$ cat src/rtl/triangle_source_arbiter.sv
// triangle_source_arbiter
//   Shares one transform/frustum-cull triangle pipeline among NUM_SOURCES
//   mesh streams. Ownership is granted round-robin per mesh: a granted source
//   keeps the pipeline until its src_last triangle handshakes. End-of-frame
//   flushes block new grants, wait for the downstream stages to drain, then
//   pulse flush_done and publish the frame's triangle count.
//
// Ports
//   clk, rst          system clock, synchronous active-high reset
//   src_triangle      per-source triangle (DATA_W bits each)
//   src_valid         per-source valid
//   src_last          per-source last-triangle-of-mesh marker
//   src_ready         per-source ready (only the owner may see ready)
//   out_triangle      triangle toward the transformer/culler
//   out_valid         downstream valid
//   out_ready         downstream ready
//   downstream_busy   OR of busy flags of the stages behind this block
//   grant_id          current owner index (meaningful while locked)
//   locked            a source currently owns the pipeline
//   flush_req         single-cycle end-of-frame request
//   flush_done        single-cycle pulse once the frame has drained
//   frame_tri_count   triangles accepted in the last completed frame
module triangle_source_arbiter #(
  parameter int NUM_SOURCES = 4,
  parameter int CNT_W       = 24,
  parameter int DATA_W      = 96,
  localparam int GW         = (NUM_SOURCES > 1) ? $clog2(NUM_SOURCES) : 1
) (
  input  logic                                 clk,
  input  logic                                 rst,
  input  logic [NUM_SOURCES-1:0][DATA_W-1:0]   src_triangle,
  input  logic [NUM_SOURCES-1:0]               src_valid,
  input  logic [NUM_SOURCES-1:0]               src_last,
  output logic [NUM_SOURCES-1:0]               src_ready,
  output logic [DATA_W-1:0]                    out_triangle,
  output logic                                 out_valid,
  input  logic                                 out_ready,
  input  logic                                 downstream_busy,
  output logic [GW-1:0]                        grant_id,
  output logic                                 locked,
  input  logic                                 flush_req,
  output logic                                 flush_done,
  output logic [CNT_W-1:0]                     frame_tri_count
);

  typedef enum logic [1:0] {IDLE, LOCKED, DRAIN, DONE} state_t;

  state_t           state;
  state_t           state_nxt;
  logic [GW-1:0]    last_grant;
  logic             flush_pending;
  logic [CNT_W-1:0] tri_cnt;
  logic             hs;
  logic             hs_last;

  // Round-robin pick: first requester strictly after 'last', wrapping.
  // Walking the distance downward lets the nearest candidate win.
  function automatic logic [GW-1:0] next_grant(input logic [NUM_SOURCES-1:0] req,
                                               input logic [GW-1:0]          last);
    logic [GW-1:0] pick;
    int            cand;
    pick = last;
    for (int k = NUM_SOURCES; k >= 1; k--) begin
      cand = (int'(last) + k) % NUM_SOURCES;
      if (req[cand]) pick = GW'(cand);
    end
    return pick;
  endfunction

  function automatic logic [CNT_W-1:0] sat_inc(input logic [CNT_W-1:0] c);
    return (&c) ? c : c + CNT_W'(1);
  endfunction

  always_comb begin
    state_nxt    = state;
    src_ready    = '0;
    out_valid    = 1'b0;
    out_triangle = '0;
    hs           = 1'b0;
    hs_last      = 1'b0;
    unique case (state)
      IDLE: begin
        if (flush_pending)   state_nxt = DRAIN;
        else if (|src_valid) state_nxt = LOCKED;
      end
      LOCKED: begin
        out_valid           = src_valid[grant_id];
        out_triangle        = src_triangle[grant_id];
        src_ready[grant_id] = out_ready;
        hs                  = src_valid[grant_id] && out_ready;
        hs_last             = hs && src_last[grant_id];
        if (hs_last) state_nxt = IDLE;
      end
      DRAIN: begin
        if (!downstream_busy) state_nxt = DONE;
      end
      DONE: begin
        state_nxt = IDLE;
      end
    endcase
  end

  assign locked     = (state == LOCKED);
  assign flush_done = (state == DONE);

  always_ff @(posedge clk) begin
    if (rst) begin
      state           <= IDLE;
      grant_id        <= '0;
      last_grant      <= GW'(NUM_SOURCES - 1);
      flush_pending   <= 1'b0;
      tri_cnt         <= '0;
      frame_tri_count <= '0;
    end else begin
      state <= state_nxt;
      if (state == IDLE && !flush_pending && |src_valid)
        grant_id <= next_grant(src_valid, last_grant);
      if (hs)      tri_cnt    <= sat_inc(tri_cnt);
      if (hs_last) last_grant <= grant_id;
      if (state == DONE) begin
        frame_tri_count <= tri_cnt;
        tri_cnt         <= '0;
        flush_pending   <= 1'b0;
      end
      // A request landing on the DONE cycle must survive the clear.
      if (flush_req) flush_pending <= 1'b1;
    end
  end

endmodule
$ cat config.mk
export PLATFORM = sky130hd
export DESIGN_NAME = triangle_source_arbiter
export DESIGN_NICKNAME = d
export VERILOG_FILES = /design/src/rtl/triangle_source_arbiter.sv
export SDC_FILE = /design/constraint.sdc
export NUM_CORES = 1
export LEC_CHECK = 0
export BUFFER_PORTS_ARGS = -buffer_cell sky130_fd_sc_hd__clkbuf_2
export CORE_AREA = 4 4 203 205
export CTS_BUF_LIST = sky130_fd_sc_hd__clkbuf_4
export DETAILED_ROUTE_END_ITERATION = 10
export DIE_AREA = 0 0 207 209
export SKIP_CTS_REPAIR_TIMING = 1
export SYNTH_ARGS = -nofsm -noshare
export SYNTH_HDL_FRONTEND = slang
export SYNTH_SLANG_ARGS = --single-unit
$ cat constraint.sdc
create_clock -name clk -period 4.6 [get_ports clk]
set_input_delay 0.46 -clock clk [delete_from_list [all_inputs] [get_ports clk]]
set_output_delay 0.46 -clock clk [all_outputs]
set_load 0.01 [all_outputs]
==> results of run 1 <==
==> cell type report <==
type | count | area, µm² | share of cell area (%)
timing repair buffer | 532 | 2690 | 31.1
clock inverter | 3 | 28.8 | 0.333
clock buffer | 5 | 37.5 | 0.434
antenna | 11 | 27.5 | 0.318
multi-input combinational | 417 | 4080 | 47.1
tap | 525 | 657 | 7.59
inverter | 6 | 22.5 | 0.260
sequential | 55 | 1110 | 12.8
==> final timing paths <==
kind / from / end / slack [ps] / depth (start not counted)
setup / recovery: grant_id[1] / out_triangle[66] / 1530 / 4
setup reg to reg: grant_id[1] / tri_cnt[13] / 2020 / 5
hold / removal: flush_req / flush_pending / 290 / 3
hold reg to reg: frame_tri_count[18] / frame_tri_count[18] / 470 / 2
==> state kept, by name, summed over array words and instances, names as in the netlist <==
name / flops
grant_id: 2
state: 2
last_grant: 2
frame_tri_count: 24
tri_cnt: 24
flush_pending: 1
==> cell families (layout without fill, tap and decap cells) <==
| group | count (synthesis) | after routing |
|---|---|---|
| AOI/OAI and AO/OA | 66 | 66 |
| xor gates and xnor gates | 12 | 12 |
| adders and majority gates | 1 | 1 |
| buffers and inverters | 54 | 546 |
| DFF | 55 | 55 |
| muxes | 99 | 99 |
| other | 0 | 11 |
| and+or+nand+nor | 239 | 239 |
==> power breakdown <==
part	internal [mW]	switching, mW
Clock	0.0659	0.173
Sequential	0.484	0.0437
Combinational	0.473	0.401
Total	1.02	0.618
==> worst min-delay path: cells and delay by family <==
family	cells	cell delay, ps
AND/OR/NAND/NOR	1	70
buffers and inverters	1	90
AO/OA/AOI/OAI	1	40
==> cell usage in the layout, fill, tap and decap left out, types with 4 or more instances in the layout <==
cell,n
o211ai_1,4
inv_1,5
a21oi_1,35
buf_4,6
dfxtp_1,53
nand4_1,4
clkbuf_4,5
or3_1,6
clkbuf_2,525
xnor2_1,10
mux4_2,98
o21ai_0,4
nand2_1,64
and2_1,99
nand3_1,11
diode_2,11
or4_1,5
nor2_1,24
and3_1,5
and4_1,4
==> metal layers <==
metal,routed length (µm),share of wire [%]
met3,5440,13
met5,195,0.47
met4,667,1.6
met2,16400,40
met1,18800,45
==> metrics by stage <==
| stage | std cells | setup slack (ps) | hold slack [ps] |
|---|---|---|---|
| 4_1_cts | 1543 | 1520 | 285 |
| 2_1_floorplan | 526 | 2290 | 446 |
| 6_report | 1554 | 1530 | 290 |
| 3_5_place_dp | 1535 | 1980 | 449 |
| 3_3_place_gp | 1535 | 1990 | 444 |
| 5_1_grt | 1546 | 1400 | 303 |
==> flow_summary.yaml, run 1 <==
global_route:
  met3_usage_pct: 7.84
  grt_pass1_vias: 6965
  grt_pass1_wl_mm: 56.1
  met1_usage_pct: 26.4
  grt_max_degree: 74
  antenna_found_initial: 44
  met2_usage_pct: 24.4
  grt_use_total_pct: 18.0
  grt-busiest-layer: "met1"
  globalRouteOverflowTotal: 0
clock_network:
  clkSlewWorstSetupHoldPaths_ps: 180
  clkSinkCount: 55
  cts_made_buffers: 5
  cts_tree: "done"
  cts_root_buf: "clkbuf_4"
  htree_levels: 2
  clk_latency_ps: 380
  clk_path_buf_depth: 2
routing:
  drt-wirelength-per-cell_um: 26.7
  totalWireLength_mm: 41.5
  dr.pass1.iters: 4
  drt.antenna.violating_nets: 0
  drc: 0
  vias_per_cell: 4.48
  vias: 6957
  drt_iter0_drc: 656
power:
  p_total_mw: 1.64
  total_leakage_power_nw: 3.90
  pwr_density_cell_mw_per_mm2: 190
  max-vdd-ir-drop_mv: 0.107
final_layout:
  layout.nets: 1415
  stdcell_area_mm2: 0.00865
  area_growth_pct: 60.4
  filler_cell_count: 4445
  layout-drive-gt1-share_pct: 63.9
  fin_util_pct: 21.9
placed_design:
  place_area_mm2: 0.00856
  place_hpwl_mm: 37.2
  place_congestion: 1.09
  port_buffers: 525
synth:
  synth_mux_area_share_pct: 41.1
  synth_common_cells: "and2_1 (99), mux4_2 (98), nand2_1 (64)"
  synth_seq_cells: 55
  synthCells: 526
  synth_cell_types: 51
  synth_xor_area_share_pct: 1.95
  synthSimpleGateAreaFrac_pct: 24.4
  synthArstFlopShare_pct: 0
  synthTopCellsByArea: "mux4_2 (41%), dfxtp_1 (20%), and2_1 (11%), nand2_1 (4.5%), a21oi_1 (3.2%)"
  synth_top_area_share_pct: 40.9
  synth_seq_area_share_pct: 20.4
  ys_warn_count: 0
  yosysMostFrequentCell: "and2_1"
  synth_edf_count: 0
  yosys.area_share.adder_pct: 0.232
  synth_nets: 924
  synth-compound-area-share_pct: 7.72
  synth_area_mm2: 0.00539
  yosys_most_used_dff: "dfxtp_1"
  synth_top_cell_by_area: "mux4_2"
  synth_top_family_by_area: "multiplexers"
  syn_avg_cell_area_um2: 10.3
timing:
  final.min_clock_period_ps: 3070
  setup_tns_ps: 0
  clock.fmax_ghz: 0.326
  hold_viol: 0
  slew_headroom_pct: 37.3
  setup_violations: 0
  fin_crit_sh_pct: 66.7
  rsz0062_at_grt: "false"
  finalMaxSlewViolations: 0
  finClkSkew_ps: 7.34
  worst_slew_pin_slew_ps: 941
critical_path:
  slowest_stage: "dfxtp_4"
  path_delay_family: "flip-flops"
  arrival_ps: 2610
  worstSetupEndpointType: "output port"
  crit_path_max_incr_delay_ps: 930
  critical_path_class: "reg2out"
  crit_fanout: 57
  path_cells: "buf_4, mux4_2, and2_1, clkbuf_2"
  crit_buf_inv: 2
  start_kind: "flip-flop"
  worstPathRequired_ps: 4140
flow_run:
  drv_cap: 0
status:
  status: "completed"
min_path:
  hp-class: "in2reg"
die:
  io_pins: 526
  die_y_um: 209
  die_x_um: 207
  fp-row-count: 73
  core_mm2: 0.0395
  die_area_mm2: 0.0433
  initial_core_util_pct: 13.7
No activity file was read; power rests on OpenSTA's default activity.
==> inputs of run 2 (changes only) <==
--- a/config.mk
+++ b/config.mk
@@ -6,10 +6,10 @@
 export NUM_CORES = 1
 export LEC_CHECK = 0
 export BUFFER_PORTS_ARGS = -buffer_cell sky130_fd_sc_hd__clkbuf_2
-export CORE_AREA = 4 4 203 205
+export CORE_AREA = 4 4 202 204
 export CTS_BUF_LIST = sky130_fd_sc_hd__clkbuf_4
 export DETAILED_ROUTE_END_ITERATION = 10
-export DIE_AREA = 0 0 207 209
+export DIE_AREA = 0 0 206 208
 export SKIP_CTS_REPAIR_TIMING = 1
 export SYNTH_ARGS = -nofsm -noshare
 export SYNTH_HDL_FRONTEND = slang
==> constraint.sdc (replaced) <==
create_clock -name clk -period 2.95 [get_ports clk]
set_input_delay 0.295 -clock clk [delete_from_list [all_inputs] [get_ports clk]]
set_output_delay 0.295 -clock clk [all_outputs]
set_load 0.01 [all_outputs]
==> flow_summary.yaml, run 2 (synthesis results as in run 1) <==
status:
  status: "completed"
critical_path:
  rr_worst_depth: 5
  r2r_start: "grant_id[0]"
  rr_endpoint: "tri_cnt[13]"
  startpoint: "grant_id[1]"
  start_kind: "flip-flop"
  arrival_ps: 2330
  worstSetupEndpointType: "output port"
  crit_fanout: 85
  critical_path_class: "reg2out"
  cp-endpoint: "out_triangle[5]"
  worstPathRequired_ps: 2650
  r2r_slack_ps: 800
routing:
  totalWireLength_mm: 43.6
  drt_iter0_drc: 540
  drt-wirelength-per-cell_um: 27.8
  drc: 0
  vias: 6883
  drt.antenna.violating_nets: 0
  vias_per_cell: 4.39
  dr.pass1.iters: 4
final_layout:
  filler_cell_count: 4378
  biggestRegsByFlops: "frame_tri_count: 24 flops, tri_cnt: 24 flops"
  final_cell_mix: "clkbuf_2 (525), and2_1 (99), mux4_2 (98)"
  area_growth_pct: 63.0
  layout.nets: 1427
  layout-drive-gt1-share_pct: 64.3
  final_common_cell: "clkbuf_2"
  stdcell_area_mm2: 0.00879
power:
  pwr_density_cell_mw_per_mm2: 297
  max-vdd-ir-drop_mv: 0.173
  total_leakage_power_nw: 3.97
die:
  core_mm2: 0.0393
  die_area_mm2: 0.0428
  io_pins: 526
  fp-row-count: 73
  die_y_um: 208
  die_x_um: 206
  initial_core_util_pct: 13.7
timing:
  slew_headroom_pct: 46.4
  finalMaxSlewViolations: 0
  clock.fmax_ghz: 0.381
  final.min_clock_period_ps: 2620
  finClkSkew_ps: 20.8
  setup_tns_ps: 0
  setup_violations: 0
  fin_crit_sh_pct: 89.0
  worst_slew_pin_slew_ps: 804
  rsz0062_at_grt: "false"
  hold_viol: 0
clock_network:
  clk_latency_ps: 380
  cts_made_buffers: 5
  clk_path_buf_depth: 2
  cts_root_buf: "clkbuf_4"
  cts_tree: "done"
  clkSlewWorstSetupHoldPaths_ps: 180
  clkSinkCount: 55
  htree_levels: 2
placed_design:
  place_congestion: 0.993
  place_area_mm2: 0.00870
  port_buffers: 525
  place_hpwl_mm: 39.4
min_path:
  hp-class: "in2reg"
global_route:
  globalRouteOverflowTotal: 0
  grt_use_total_pct: 19.1
  grt_pass1_wl_mm: 56.9
  antenna_found_initial: 41
  grt_pass1_vias: 6885
  grt_max_degree: 86
flow_run:
  drv_cap: 0
-- run 2: cell count changes in the layout (fill, tap and decap cells not counted) --
cell      change
buf_4         +8
buf_12        +4
diode_2       +3
clkinv_4      -2
inv_6         +2
clkinv_2      +1
inv_8         -1
-- run 2: metal layers --
layer  GRT usage, %  vias up  routed length, µm
met5              0        -                137
met4           3.10       22                558
met3           8.04       37               5200
met2           28.8      404              18700
met1           26.1     3396              19000
li1               -     3024                  -
-- run 2: worst min path at each step --
| stage | from | end | slack [ps] | depth (start not counted) |
|---|---|---|---|---|
| after floorplan | flush_req | flush_pending | 410 | 2 |
| after global placement | frame_tri_count[18] | frame_tri_count[18] | 440 | 2 |
| after detailed placement | frame_tri_count[20] | frame_tri_count[20] | 450 | 2 |
| after CTS | flush_req | flush_pending | 110 | 3 |
| after global routing | flush_req | flush_pending | 120 | 3 |
| final | flush_req | flush_pending | 130 | 3 |
-- run 2: layout make-up --
cell class	instances	area [µm²]	area share (%)
Clock buffer	5	37.5	0.427
Timing Repair Buffer	544	2830	32.2
Multi-Input combinational cell	417	4080	46.4
Antenna cell	14	35.0	0.399
Tap cell	525	657	7.47
Clock inverter	3	22.5	0.256
Inverter	6	22.5	0.256
Sequential cell	55	1110	12.6
-- run 2: worst max-delay path, stage by stage (launching register included) --
cell and delay (ps):
dfxtp_4 600, buf_12 360, mux4_2 380, and2_1 250, clkbuf_2 160
-- run 2: metrics by stage --
step	hold WS [ps]	worst slack [ps]	utilization [%]	instances	power (mW)
2_1_floorplan	412	801	-	526	1.57
3_3_place_gp	445	779	22.1	1547	2.27
3_5_place_dp	449	753	22.1	1547	2.29
4_1_cts	113	290	22.3	1555	2.64
5_1_grt	121	210	22.3	1561	2.75
6_report	134	326	22.4	1569	2.61
-- run 2: report_power, final --
group	internal (mW)	switching, mW	total, mW
combinational	0.783	0.677	1.46
clock	0.0986	0.255	0.353
sequential	0.754	0.0433	0.797
total	1.64	0.975	2.61
==> inputs of run 3 (changes only) <==
--- a/config.mk
+++ b/config.mk
@@ -5,11 +5,12 @@
 export SDC_FILE = /design/constraint.sdc
 export NUM_CORES = 1
 export LEC_CHECK = 0
+export ABC_AREA = 1
 export BUFFER_PORTS_ARGS = -buffer_cell sky130_fd_sc_hd__clkbuf_2
-export CORE_AREA = 4 4 202 204
+export CORE_AREA = 4 4 205 207
 export CTS_BUF_LIST = sky130_fd_sc_hd__clkbuf_4
 export DETAILED_ROUTE_END_ITERATION = 10
-export DIE_AREA = 0 0 206 208
+export DIE_AREA = 0 0 209 211
 export SKIP_CTS_REPAIR_TIMING = 1
 export SYNTH_ARGS = -nofsm -noshare
 export SYNTH_HDL_FRONTEND = slang
==> flow_summary.yaml, run 3 <==
status:
  status: "completed"
critical_path:
  r2r_start: "tri_cnt[0]"
  worstSetupEndpointType: "output port"
  rr_endpoint: "tri_cnt[20]"
  r2r_slack_ps: 860
  crit_fanout: 97
  arrival_ps: 2390
  start_kind: "flip-flop"
  worstPathRequired_ps: 2650
  rr_worst_depth: 10
  critical_path_class: "reg2out"
power:
  total_leakage_power_nw: 3.84
  max-vdd-ir-drop_mv: 0.204
  p_total_mw: 2.97
  pwr_density_cell_mw_per_mm2: 342
final_layout:
  layout.nets: 1753
  layout-drive-gt1-share_pct: 42.9
  area_growth_pct: 57.9
  final_cell_mix: "clkbuf_2 (525), nand3_1 (207), nand2_1 (144)"
  biggestRegsByFlops: "frame_tri_count: 24 flops, tri_cnt: 24 flops"
  stdcell_area_mm2: 0.00871
  final_common_cell: "clkbuf_2"
timing:
  fin_crit_sh_pct: 90.9
  setup_violations: 0
  finalMaxSlewViolations: 0
  final.min_clock_period_ps: 2680
  finClkSkew_ps: 19.7
  hold_viol: 0
  rsz0062_at_grt: "false"
  worst_slew_pin_slew_ps: 848
  fin_ws_ps: 268
  slew_headroom_pct: 43.4
  clock.fmax_ghz: 0.373
  setup_tns_ps: 0
routing:
  drc: 0
  totalWireLength_mm: 49.3
  vias: 9323
  drt.antenna.violating_nets: 0
  dr.pass1.iters: 5
  drt-wirelength-per-cell_um: 25.8
  vias_per_cell: 4.88
  drt_iter0_drc: 1086
die:
  io_pins: 526
  fp-row-count: 74
  die_y_um: 211
  initial_core_util_pct: 13.7
  die_area_mm2: 0.0441
  die_x_um: 209
  core_mm2: 0.0404
clock_network:
  clk_latency_ps: 390
  clkSinkCount: 55
  cts_root_buf: "clkbuf_4"
  cts_made_buffers: 5
  clk_path_buf_depth: 2
  htree_levels: 2
  clkSlewWorstSetupHoldPaths_ps: 160
  cts_tree: "done"
placed_design:
  place_congestion: 1.16
  place_area_mm2: 0.00859
  pre_cts_ws_ps: 758
  port_buffers: 525
  place_hpwl_mm: 41.9
synth:
  synthCells: 898
  synthTopCellsByArea: "dfxtp_1 (20%), nand3_1 (19%), a22oi_1 (13%), a31oi_1 (11%), nand2_1 (9.8%)"
  synth_common_cells: "nand3_1 (207), nand2_1 (144), a22oi_1 (96), a31oi_1 (96), nor2_1 (80)"
  synth_seq_cells: 55
  synth_top_cell_by_area: "dfxtp_1"
  synth_top_area_share_pct: 20.0
  synth_area_mm2: 0.00552
  synth_seq_area_share_pct: 20.0
  syn_avg_cell_area_um2: 6.14
  synth_edf_count: 0
  synth_cell_types: 31
  ys_warn_count: 0
  yosysMostFrequentCell: "nand3_1"
  synth_nets: 1296
  yosys_most_used_dff: "dfxtp_1"
  synthArstFlopShare_pct: 0
min_path:
  hp-start: "rst"
  holdPathStages: 2
  hp-class: "in2reg"
  hold_end: "flush_pending"
global_route:
  grt_pass1_wl_mm: 66.7
  grt_use_total_pct: 20.7
  grt_pass1_vias: 8815
  grt_max_degree: 134
  antenna_found_initial: 68
  globalRouteOverflowTotal: 0
flow_run:
  drv_cap: 0
## run 3: cell count changes after synthesis, sizes merged, moves of 17 or more
cell,delta
nand3,+196
and2,-100
mux4,-98
a31oi,+96
a22oi,+95
nand2,+83
nor2,+63
o21ai,+24
clkbuf,+23
inv,+20
buf,+17
## run 3: worst max-delay path by stage
| stage | from | endpoint | slack [ps] | cells past startpoint |
|---|---|---|---|---|
| floorplan | grant_id[0] | out_triangle[78] | 1200 | 6 |
| global placement | grant_id[1] | out_triangle[3] | 790 | 5 |
| detailed placement | grant_id[1] | out_triangle[3] | 760 | 5 |
| CTS | grant_id[1] | out_triangle[3] | 310 | 5 |
| global route | grant_id[0] | out_triangle[3] | 190 | 6 |
| finish | grant_id[0] | out_triangle[3] | 270 | 6 |
## run 3: through the flow
stage / hold slack (ps) / util, % / instances
2_1_floorplan: 367 / - / 898
3_3_place_gp: 453 / 21.3 / 1880
3_5_place_dp: 471 / 21.3 / 1880
4_1_cts: 152 / 21.4 / 1888
5_1_grt: 146 / 21.5 / 1901
6_report: 156 / 21.6 / 1912
## run 3: final cells by class
class | instances | area [µm²]
flip-flops and latches | 55 | 1110
repair buffers | 538 | 2780
fillers | 4661 | 31700
clock inverters | 3 | 22.5
well taps | 532 | 666
clock buffers | 5 | 37.5
inverters | 27 | 106
multi-input cells | 728 | 3930
diodes | 24 | 60.1
## run 3: layer usage
layer | wire [µm] | global-route usage (%)
met4 | 1450 | 6.46
met3 | 9010 | 15.5
met2 | 19100 | 27.1
met5 | 362 | 0
met1 | 19400 | 26.2
## run 3: report_power, final
group | internal, mW | leakage, nW | switching, mW
Clock | 0.0990 | 0.0376 | 0.259
Sequential | 0.774 | 0.447 | 0.0342
Combinational | 0.653 | 3.36 | 1.16
## run 3: worst max-delay path: stages (launching register included)
cell	delay (ps)
dfxtp_4	450
clkinv_2	120
nor2_4	110
buf_12	350
a22oi_1	400
a31oi_1	270
clkbuf_2	170
## run 3: logic make-up after synthesis
kind of cell / synth area share [%]
and+or+nand+nor: 37.4
AOI/OAI and AO/OA: 31.1
adders and majority gates: 0.227
buffers and inverters: 8.94
xor gates and xnor gates: 2.38
DFF: 20.0
